--- config.mk ---
export PLATFORM = sky130hd
export DESIGN_NAME = cache_mem_arbiter_flat
export DESIGN_NICKNAME = d
export VERILOG_FILES = /design/src/rtl/cache_mem_arbiter_if.sv /design/src/rtl/cache_mem_arbiter.sv /design/src/flat_wrapper.sv
export SDC_FILE = /design/constraint.sdc
export NUM_CORES = 1
export LEC_CHECK = 0
export ABC_AREA = 1
export CORE_AREA = 3 3 241 243
export CTS_BUF_LIST = sky130_fd_sc_hd__clkbuf_8
export CTS_CLUSTER_SIZE = 24
export DETAILED_ROUTE_END_ITERATION = 6
export DIE_AREA = 0 0 244 246
export PLACE_DENSITY = 0.43
export SLEW_MARGIN = 20
export SYNTH_ARGS = -nofsm -noshare
export SYNTH_HDL_FRONTEND = slang
export SYNTH_SLANG_ARGS = --single-unit
--- constraint.sdc ---
create_clock -name clk -period 3.1 [get_ports clk]
set_input_delay 0.93 -clock clk [delete_from_list [all_inputs] [get_ports clk]]
set_output_delay 0.93 -clock clk [all_outputs]
set_load 0.01 [all_outputs]
--- src/rtl/cache_mem_arbiter_if.sv ---
// Bundle of the icache/dcache request channels and the shared memory channel.
// master: the arbiter side. slave: the environment (caches + memory).
interface cache_mem_arbiter_if #(
   parameter int unsigned ADDR_W = 32,
   parameter int unsigned DATA_W = 128
);
   // icache refill path
   logic              ic_req_valid;
   logic [ADDR_W-1:0] ic_req_addr;
   logic              ic_req_ready;
   logic              ic_rdata_valid;
   // dcache refill/writeback path
   logic              dc_req_valid;
   logic              dc_req_rnw;
   logic [ADDR_W-1:0] dc_req_addr;
   logic              dc_req_ready;
   logic              dc_wdata_valid;
   logic [DATA_W-1:0] dc_wdata;
   logic              dc_wdata_ready;
   logic              dc_rdata_valid;
   logic [DATA_W-1:0] rdata;
   // memory channel
   logic              mem_cmd_valid;
   logic              mem_cmd_ready;
   logic              mem_cmd_rnw;
   logic [ADDR_W-1:0] mem_cmd_addr;
   logic              mem_wdata_valid;
   logic              mem_wdata_ready;
   logic [DATA_W-1:0] mem_wdata;
   logic              mem_rdata_valid;
   logic [DATA_W-1:0] mem_rdata;
   logic              busy;

   modport master (
      input  ic_req_valid, ic_req_addr,
      output ic_req_ready, ic_rdata_valid,
      input  dc_req_valid, dc_req_rnw, dc_req_addr, dc_wdata_valid, dc_wdata,
      output dc_req_ready, dc_wdata_ready, dc_rdata_valid, rdata,
      output mem_cmd_valid, mem_cmd_rnw, mem_cmd_addr, mem_wdata_valid, mem_wdata,
      input  mem_cmd_ready, mem_wdata_ready, mem_rdata_valid, mem_rdata,
      output busy
   );

   modport slave (
      output ic_req_valid, ic_req_addr,
      input  ic_req_ready, ic_rdata_valid,
      output dc_req_valid, dc_req_rnw, dc_req_addr, dc_wdata_valid, dc_wdata,
      input  dc_req_ready, dc_wdata_ready, dc_rdata_valid, rdata,
      input  mem_cmd_valid, mem_cmd_rnw, mem_cmd_addr, mem_wdata_valid, mem_wdata,
      output mem_cmd_ready, mem_wdata_ready, mem_rdata_valid, mem_rdata,
      input  busy
   );
endinterface

--- src/rtl/cache_mem_arbiter.sv ---
// Arbiter sharing one memory request channel between icache refill and
// dcache refill/writeback. A grant covers one command plus BEATS data beats.
// Optional macro ARB_ROUND_ROBIN_EN: round-robin tie-break instead of fixed
// dcache priority.
module cache_mem_arbiter #(
   parameter int unsigned ADDR_W = 32,
   parameter int unsigned DATA_W = 128,
   parameter int unsigned BEATS  = 2
) (
   input logic                 clk,
   input logic                 rst,
   cache_mem_arbiter_if.master bus
);

   localparam int unsigned CNT_W = $clog2(BEATS + 1);
   localparam logic [CNT_W-1:0] LAST_BEAT = CNT_W'(BEATS - 1);

   typedef enum logic [1:0] {StIdle, StCmd, StWdata, StRdata} state_e;
   typedef enum logic {GntIc, GntDc} grant_e;

   state_e            state_q, state_d;
   grant_e            grant_q, grant_d;
   logic [ADDR_W-1:0] addr_q, addr_d;
   logic              rnw_q, rnw_d;
   logic [CNT_W-1:0]  beat_q, beat_d;
   logic              pick_dc;

`ifdef ARB_ROUND_ROBIN_EN
   grant_e last_grant_q, last_grant_d;

   // Tie goes to whoever was not granted last time.
   assign pick_dc = bus.dc_req_valid & (~bus.ic_req_valid | (last_grant_q == GntIc));

   // Last-grant history for round-robin tie-breaking.
   always_ff @(posedge clk or posedge rst) begin
      if (rst) last_grant_q <= GntIc;
      else     last_grant_q <= last_grant_d;
   end
`else
   // Fixed priority: dcache always wins.
   assign pick_dc = bus.dc_req_valid;
`endif

   // State register.
   always_ff @(posedge clk or posedge rst) begin
      if (rst) state_q <= StIdle;
      else     state_q <= state_d;
   end

   // Transaction context latched at grant time, plus the beat counter.
   always_ff @(posedge clk or posedge rst) begin
      if (rst) begin
         grant_q <= GntIc;
         addr_q  <= '0;
         rnw_q   <= 1'b0;
         beat_q  <= '0;
      end else begin
         grant_q <= grant_d;
         addr_q  <= addr_d;
         rnw_q   <= rnw_d;
         beat_q  <= beat_d;
      end
   end

   // Next-state: arbitration in idle, then command, then BEATS data beats.
   always_comb begin
      state_d = state_q;
      grant_d = grant_q;
      addr_d  = addr_q;
      rnw_d   = rnw_q;
      beat_d  = beat_q;
`ifdef ARB_ROUND_ROBIN_EN
      last_grant_d = last_grant_q;
`endif
      unique case (state_q)
         StIdle: begin
            if (bus.ic_req_valid || bus.dc_req_valid) begin
               state_d = StCmd;
               beat_d  = '0;
               if (pick_dc) begin
                  grant_d = GntDc;
                  addr_d  = bus.dc_req_addr;
                  rnw_d   = bus.dc_req_rnw;
               end else begin
                  grant_d = GntIc;
                  addr_d  = bus.ic_req_addr;
                  rnw_d   = 1'b1;  // icache only ever reads
               end
`ifdef ARB_ROUND_ROBIN_EN
               last_grant_d = pick_dc ? GntDc : GntIc;
`endif
            end
         end
         StCmd: begin
            if (bus.mem_cmd_ready) state_d = rnw_q ? StRdata : StWdata;
         end
         StWdata: begin
            if (bus.dc_wdata_valid && bus.mem_wdata_ready) begin
               if (beat_q == LAST_BEAT) begin
                  state_d = StIdle;
                  beat_d  = '0;
               end else begin
                  beat_d = beat_q + CNT_W'(1);
               end
            end
         end
         StRdata: begin
            if (bus.mem_rdata_valid) begin
               if (beat_q == LAST_BEAT) begin
                  state_d = StIdle;
                  beat_d  = '0;
               end else begin
                  beat_d = beat_q + CNT_W'(1);
               end
            end
         end
         default: state_d = StIdle;
      endcase
   end

   // Outputs decoded from state; data paths are zeroed outside their phase so
   // everything reads 0 in idle and while reset is held.
   always_comb begin
      bus.ic_req_ready    = 1'b0;
      bus.dc_req_ready    = 1'b0;
      bus.ic_rdata_valid  = 1'b0;
      bus.dc_rdata_valid  = 1'b0;
      bus.dc_wdata_ready  = 1'b0;
      bus.rdata           = '0;
      bus.mem_cmd_valid   = 1'b0;
      bus.mem_cmd_rnw     = 1'b0;
      bus.mem_cmd_addr    = '0;
      bus.mem_wdata_valid = 1'b0;
      bus.mem_wdata       = '0;
      bus.busy            = (state_q != StIdle);
      unique case (state_q)
         StIdle: ;
         StCmd: begin
            bus.mem_cmd_valid = 1'b1;
            bus.mem_cmd_rnw   = rnw_q;
            bus.mem_cmd_addr  = addr_q;
            bus.ic_req_ready  = bus.mem_cmd_ready & (grant_q == GntIc);
            bus.dc_req_ready  = bus.mem_cmd_ready & (grant_q == GntDc);
         end
         StWdata: begin
            bus.mem_wdata_valid = bus.dc_wdata_valid;
            bus.mem_wdata       = bus.dc_wdata;
            bus.dc_wdata_ready  = bus.mem_wdata_ready;
         end
         StRdata: begin
            bus.rdata          = bus.mem_rdata;
            bus.ic_rdata_valid = bus.mem_rdata_valid & (grant_q == GntIc);
            bus.dc_rdata_valid = bus.mem_rdata_valid & (grant_q == GntDc);
         end
         default: ;
      endcase
   end

endmodule

--- src/flat_wrapper.sv ---
// flat-port wrapper written by rule: the top's interface ports become plain ports
module cache_mem_arbiter_flat 
#(
   parameter int unsigned ADDR_W = 32,
   parameter int unsigned DATA_W = 128,
   parameter int unsigned BEATS  = 2
)
  (clk, rst, bus_ic_req_valid, bus_ic_req_addr, bus_ic_req_ready, bus_ic_rdata_valid, bus_dc_req_valid, bus_dc_req_rnw, bus_dc_req_addr, bus_dc_wdata_valid, bus_dc_wdata, bus_dc_req_ready, bus_dc_wdata_ready, bus_dc_rdata_valid, bus_rdata, bus_mem_cmd_valid, bus_mem_cmd_rnw, bus_mem_cmd_addr, bus_mem_wdata_valid, bus_mem_wdata, bus_mem_cmd_ready, bus_mem_wdata_ready, bus_mem_rdata_valid, bus_mem_rdata, bus_busy);
  cache_mem_arbiter_if #(.ADDR_W(ADDR_W), .DATA_W(DATA_W)) bus_i ();
  input logic clk;
  input logic rst;
  input wire logic [$bits(bus_i.ic_req_valid)-1:0] bus_ic_req_valid;
  input wire logic [$bits(bus_i.ic_req_addr)-1:0] bus_ic_req_addr;
  output wire logic [$bits(bus_i.ic_req_ready)-1:0] bus_ic_req_ready;
  output wire logic [$bits(bus_i.ic_rdata_valid)-1:0] bus_ic_rdata_valid;
  input wire logic [$bits(bus_i.dc_req_valid)-1:0] bus_dc_req_valid;
  input wire logic [$bits(bus_i.dc_req_rnw)-1:0] bus_dc_req_rnw;
  input wire logic [$bits(bus_i.dc_req_addr)-1:0] bus_dc_req_addr;
  input wire logic [$bits(bus_i.dc_wdata_valid)-1:0] bus_dc_wdata_valid;
  input wire logic [$bits(bus_i.dc_wdata)-1:0] bus_dc_wdata;
  output wire logic [$bits(bus_i.dc_req_ready)-1:0] bus_dc_req_ready;
  output wire logic [$bits(bus_i.dc_wdata_ready)-1:0] bus_dc_wdata_ready;
  output wire logic [$bits(bus_i.dc_rdata_valid)-1:0] bus_dc_rdata_valid;
  output wire logic [$bits(bus_i.rdata)-1:0] bus_rdata;
  output wire logic [$bits(bus_i.mem_cmd_valid)-1:0] bus_mem_cmd_valid;
  output wire logic [$bits(bus_i.mem_cmd_rnw)-1:0] bus_mem_cmd_rnw;
  output wire logic [$bits(bus_i.mem_cmd_addr)-1:0] bus_mem_cmd_addr;
  output wire logic [$bits(bus_i.mem_wdata_valid)-1:0] bus_mem_wdata_valid;
  output wire logic [$bits(bus_i.mem_wdata)-1:0] bus_mem_wdata;
  input wire logic [$bits(bus_i.mem_cmd_ready)-1:0] bus_mem_cmd_ready;
  input wire logic [$bits(bus_i.mem_wdata_ready)-1:0] bus_mem_wdata_ready;
  input wire logic [$bits(bus_i.mem_rdata_valid)-1:0] bus_mem_rdata_valid;
  input wire logic [$bits(bus_i.mem_rdata)-1:0] bus_mem_rdata;
  output wire logic [$bits(bus_i.busy)-1:0] bus_busy;
  assign bus_i.ic_req_valid = bus_ic_req_valid;
  assign bus_i.ic_req_addr = bus_ic_req_addr;
  assign bus_ic_req_ready = bus_i.ic_req_ready;
  assign bus_ic_rdata_valid = bus_i.ic_rdata_valid;
  assign bus_i.dc_req_valid = bus_dc_req_valid;
  assign bus_i.dc_req_rnw = bus_dc_req_rnw;
  assign bus_i.dc_req_addr = bus_dc_req_addr;
  assign bus_i.dc_wdata_valid = bus_dc_wdata_valid;
  assign bus_i.dc_wdata = bus_dc_wdata;
  assign bus_dc_req_ready = bus_i.dc_req_ready;
  assign bus_dc_wdata_ready = bus_i.dc_wdata_ready;
  assign bus_dc_rdata_valid = bus_i.dc_rdata_valid;
  assign bus_rdata = bus_i.rdata;
  assign bus_mem_cmd_valid = bus_i.mem_cmd_valid;
  assign bus_mem_cmd_rnw = bus_i.mem_cmd_rnw;
  assign bus_mem_cmd_addr = bus_i.mem_cmd_addr;
  assign bus_mem_wdata_valid = bus_i.mem_wdata_valid;
  assign bus_mem_wdata = bus_i.mem_wdata;
  assign bus_i.mem_cmd_ready = bus_mem_cmd_ready;
  assign bus_i.mem_wdata_ready = bus_mem_wdata_ready;
  assign bus_i.mem_rdata_valid = bus_mem_rdata_valid;
  assign bus_i.mem_rdata = bus_mem_rdata;
  assign bus_busy = bus_i.busy;
  cache_mem_arbiter #(.ADDR_W(ADDR_W), .DATA_W(DATA_W), .BEATS(BEATS)) u_core (.clk(clk), .rst(rst), .bus(bus_i));
endmodule
# ---- After elaboration in Yosys (flattened, before gate mapping)
# Cells that the tools add are included.
dict set report word_totals {
  regBits 38
  latchBits 0
  mem_bits_rw 0
  rom_bits 0
  n_memories 0
}
dict set report classes {
  addsub 1
  mul 0
  div_mod_pow 0
  order_cmp 0
  n_eq_ne 8
  n_shift 0
  mux 26
  bitwise_logic 5
  reduce_logical 8
}
# cell count
set ops {}
lappend ops {{$mux W128} 2}
lappend ops {{$mux W32} 2}
lappend ops {{$mux W2} 9}
lappend ops {{$mux W1} 11}
lappend ops {{$pmux W2 S4} 1}
lappend ops {{$reduce_and A4 Y1} 2}
lappend ops {{$pmux W2 S3} 1}
lappend ops {{$and A1 B1 Y1} 4}
lappend ops {{$eq A2 B1 Y1 const B} 2}
lappend ops {{$eq A2 B2 Y1 const B} 2}
lappend ops {{$ne A2 B1 Y1 const B} 2}
lappend ops {{$ne A2 B2 Y1 const B} 2}
lappend ops {{$reduce_bool A3 Y1} 1}
lappend ops {{$add A2 B1 Y2 const B} 1}
lappend ops {{$logic_not A2 Y1} 1}
lappend ops {{$reduce_and A2 Y1} 1}
lappend ops {{$reduce_bool A2 Y1} 1}
lappend ops {{$logic_and A1 B1 Y1} 1}
lappend ops {{$logic_or A1 B1 Y1} 1}
lappend ops {{$not A1 Y1} 1}

# ---- Logic depth before layout (Yosys ltp)
dict set report depth {
  depth_word 4
  mapped_depth 9
  depth_no_buf 7
}

# ---- Worst setup path before layout
# OpenSTA, ideal clock, no wires.
dict set report synth_path {
  path_kind {input port to output port}
  startpoint {input port bus_mem_rdata_valid}
  endpoint {output port bus_dc_rdata_valid}
  arrival_time_ns 1.287
  required_time_ns 2.170
  setup_slack_ns 0.883
  stages 2
  path_buffers 0
  path_cell_list {inv_1 nor3_1}
}
dict set report synth_between {
  elab_chain_cells 2
}
# item line
set synth_lines {}
lappend synth_lines {{start, declared} flat_wrapper.sv:32} ;# input wire logic [$bits(bus_i.mem_rdata_valid)-1:0] bus_mem_rdata_valid;
lappend synth_lines {{$and A1 B1 Y1} cache_mem_arbiter.sv:153} ;# bus.dc_rdata_valid = bus.mem_rdata_valid & (grant_q == GntDc);
lappend synth_lines {{$mux W1} cache_mem_arbiter.sv:136} ;# unique case (state_q)
lappend synth_lines {{end, declared} flat_wrapper.sv:23} ;# output wire logic [$bits(bus_i.dc_rdata_valid)-1:0] bus_dc_rdata_valid;
# No other way between the ends.

# ---- Worst setup path after layout
dict set report layout_path {
  startpoint {input port bus_mem_rdata[114]}
  endpoint {output port bus_rdata[114]}
}
dict set report layout_between {
  elab_chain_cells 1
}
# item line
set layout_lines {}
lappend layout_lines {{start, declared} flat_wrapper.sv:33} ;# input wire logic [$bits(bus_i.mem_rdata)-1:0] bus_mem_rdata;
lappend layout_lines {{$mux W128} cache_mem_arbiter.sv:136}
lappend layout_lines {{end, declared} flat_wrapper.sv:24} ;# output wire logic [$bits(bus_i.rdata)-1:0] bus_rdata;
# No other way between the ends.

==> reports/qor.yml <==
floorplanning:
  core.rowCount: 87
  placeableCoreArea_mm2: 0.0562
  die-height_um: 246
  start_util_pct: 7.50
  fp.dieArea_mm2: 0.0600
  number_of_primary_i_o_pins: 626
  die_w_um: 244
min_path:
  min-delay-path-class: "flip-flop to flip-flop"
  min-delay-start: "u_core.beat_q[1]$_DFFE_PP0P_"
layout:
  post_route_cell_area_mm2: 0.0117
  final_nets: 1797
  drive_above_1_share_pct: 5.18
  layout.cells.most_common_list: "547 x clkdlybuf4s50_1, 326 x nor2_1, 302 x inv_1, 82 x nand2_1, 40 x buf_4"
  synthToLayoutAreaGrowth_pct: 177
  layout_commonest_cell: "clkdlybuf4s50_1"
  final_util_pct: 20.8
power_and_ir_drop:
  total_leakage_power_uw: 0.00624
  ir_drop_mv: 0.307
  power.density_mw_per_mm2: 520
  total_power_consumption_uw: 6080
placed_design:
  io_buffer_count: 625
  postPlaceCellArea_mm2: 0.0115
  gp_routability_congestion: 0.841
  dpl.hpwl_um: 35500
status:
  run_status: "completed"
synth:
  synth_simple_gate_area_share_pct: 38.3
  synthesis.nets: 1182
  synth_area_per_cell_um2: 4.94
  synth_compound_gate_area_share_pct: 5.70
  syn-instance-count: 853
  muxShareOfSynthArea_pct: 0
  yosysSeqAreaShare_pct: 22.6
  post-synth-top-area-cell: "nor2_1"
  yosys_warnings: 0
  synthAdderAreaFrac_pct: 0
  yosys_register_bits: 38
  synthXorXnorAreaFrac_pct: 0
  synth_top_cells_by_area: "nor2_1 29%, inv_1 27%, dfrtp_1 23%"
  synth.cell_area_mm2: 0.00421
  synthDominantCellAreaShare_pct: 29.2
  synth.distinct_cells: 18
  dominant_combinational_cell_family_by_area_after_synthesis: "simple AND/OR/NAND/NOR gates"
worst_setup_path:
  crit-reg2reg-launch: "u_core.state_q[1]$_DFFE_PP0P_"
  worst_ep_required_time_ns: 2.17
  setup.worst_path.class: "input pin to output pin"
  worstSetupEndpointType: "output pin"
  worstPathArrival_ns: 2.15
  crit_startpoint: "bus_mem_rdata[114]"
  worst_setup_path_start_kind: "input pin"
  worstPathMaxFanout: 1
clocking:
  cts_buffer_depth: 2
  cts-htree-levels: 2
  tritoncts_num_sinks: 38
  clock_insertion_delay_worst_skew_ns: 0.30
  tritoncts_buffers: 5
  root_buffer: "clkbuf_8"
  clkSlewWorstSetupHoldPaths_ns: 0.08
  cts_hold_buf: 0
  clock_tree_from_tritoncts: "done"
timing:
  finalSetupViolCount: 0
  clock_skew_ns: 0.00509
  fin_crit_ns: 3.08
  worstMarginPinSlew_ns: 0.543
  post-route-period-util_pct: 99.3
  unrepaired_setup_endpoints_after_global_routing: "no"
  slew_violations: 0
  slew-limit-headroom_pct: 63.8
  totalNegativeSetupSlack_ns: 0
  maxClockFrequency_mhz: 325
  final-hold-violation-count: 0
route:
  detail_route.wirelength_um: 40200
  post-route-drc-count: 0
  detailedRoute.firstPassIterationCount: 4
  drtIter0Drc: 255
  routed_wire_length_per_instance_um: 18.1
  antenna_violating_nets_post_route: 0
  detail_route.vias_per_cell: 3.16
  total_number_of_vias: 7027
grt:
  grt_start_max_net_pins: 59
  grt_antenna_before_repair: 11
  grt_pass1_vias: 7001
  grtUsageTotal_pct: 12.4
  grt_pass1_wl_um: 53700
  globalRouteOverflowTotal: 0
flow_run:
  maxCapViolCount: 0
[kinds of logic after synthesis]
group,Yosys count
simple gates,424
flops,38
buf+inv,352
compound gates,39
[Yosys cell counts]
cell      count
a21oi_1       1
a31oi_1      32
buf_2        31
buf_6         6
clkbuf_1      9
dfrtp_1      38
inv_1       302
inv_2         3
inv_4         1
nand2_1      84
nand2_2       1
nand3_1       6
nor2_1      328
nor2_2        1
nor2_4        1
nor3_1        3
o21ai_0       4
o21bai_1      2
[layout make-up]
type | instances | area, um2
Antenna cell | 4 | 10.0
Clock buffer | 6 | 82.6
Fill cell | 6449 | 44500
Inverter | 306 | 1150
Multi-Input combinational cell | 463 | 1880
Sequential cell | 38 | 953
Tap cell | 756 | 946
Timing Repair Buffer | 654 | 6650
[power breakdown]
part	internal (uW)	switching, uW	leakage, uW	total, uW
Combinational	2380	2430	0.00576	4810
Sequential	744	160	0.000432	904
Clock	172	189	0.0000432	361
Total	3300	2780	0.00624	6080
[registers in the layout (all words and copies together) (netlist names)]
signal / cells
u_core.beat_q: 2
u_core.grant_q: 1
u_core.state_q: 2
u_core.rnw_q: 1
u_core.addr_q: 32
[critical path, stage by stage]
cell	delay [ns]
clkdlybuf4s50_1	0.46
inv_1	0.04
nor2_1	0.13
clkdlybuf4s50_1	0.60
[metal layers]
layer / global-route usage, % / vias to the layer above / part of all wire (%)
met3: 7.44 / 43 / 13
met1: 13.6 / 3082 / 39
li1: - / 3524 / -
met2: 19.8 / 366 / 44
met4: 4.23 / 12 / 3.4
met5: 0 / - / 0.16
[through the flow]
step                setup WS, ns  hold WS, ns  cells
global route            0.000982        0.527   2224
finish                    0.0202        0.479   2227
detailed placement        -0.155        0.470   2214
CTS                     0.000223        0.489   2220
global placement          -0.163        0.460   2214
floorplan                  0.883        0.442    853
[worst paths after layout]
path	end	cells past startpoint	slack [ns]
max reg2reg	u_core.addr_q[5]$_DFFE_PP0P_	7	1.29
min reg2reg	u_core.beat_q[1]$_DFFE_PP0P_	2	0.48
max	bus_rdata[114]	4	0.02
min	u_core.beat_q[1]$_DFFE_PP0P_	2	0.48
max in group asynchronous	u_core.state_q[0]$_DFFE_PP0P_	3	1.64
min in group asynchronous	u_core.addr_q[12]$_DFFE_PP0P_	3	1.05
[repair_timing]
action | CTS | global route
endpoints found under the setup margin | 47 | 54
pin swaps | 0 | 1
buffers inserted | 0 | 3
gates resized for setup | 28 | 27
(Power assumes the default switching activity.)
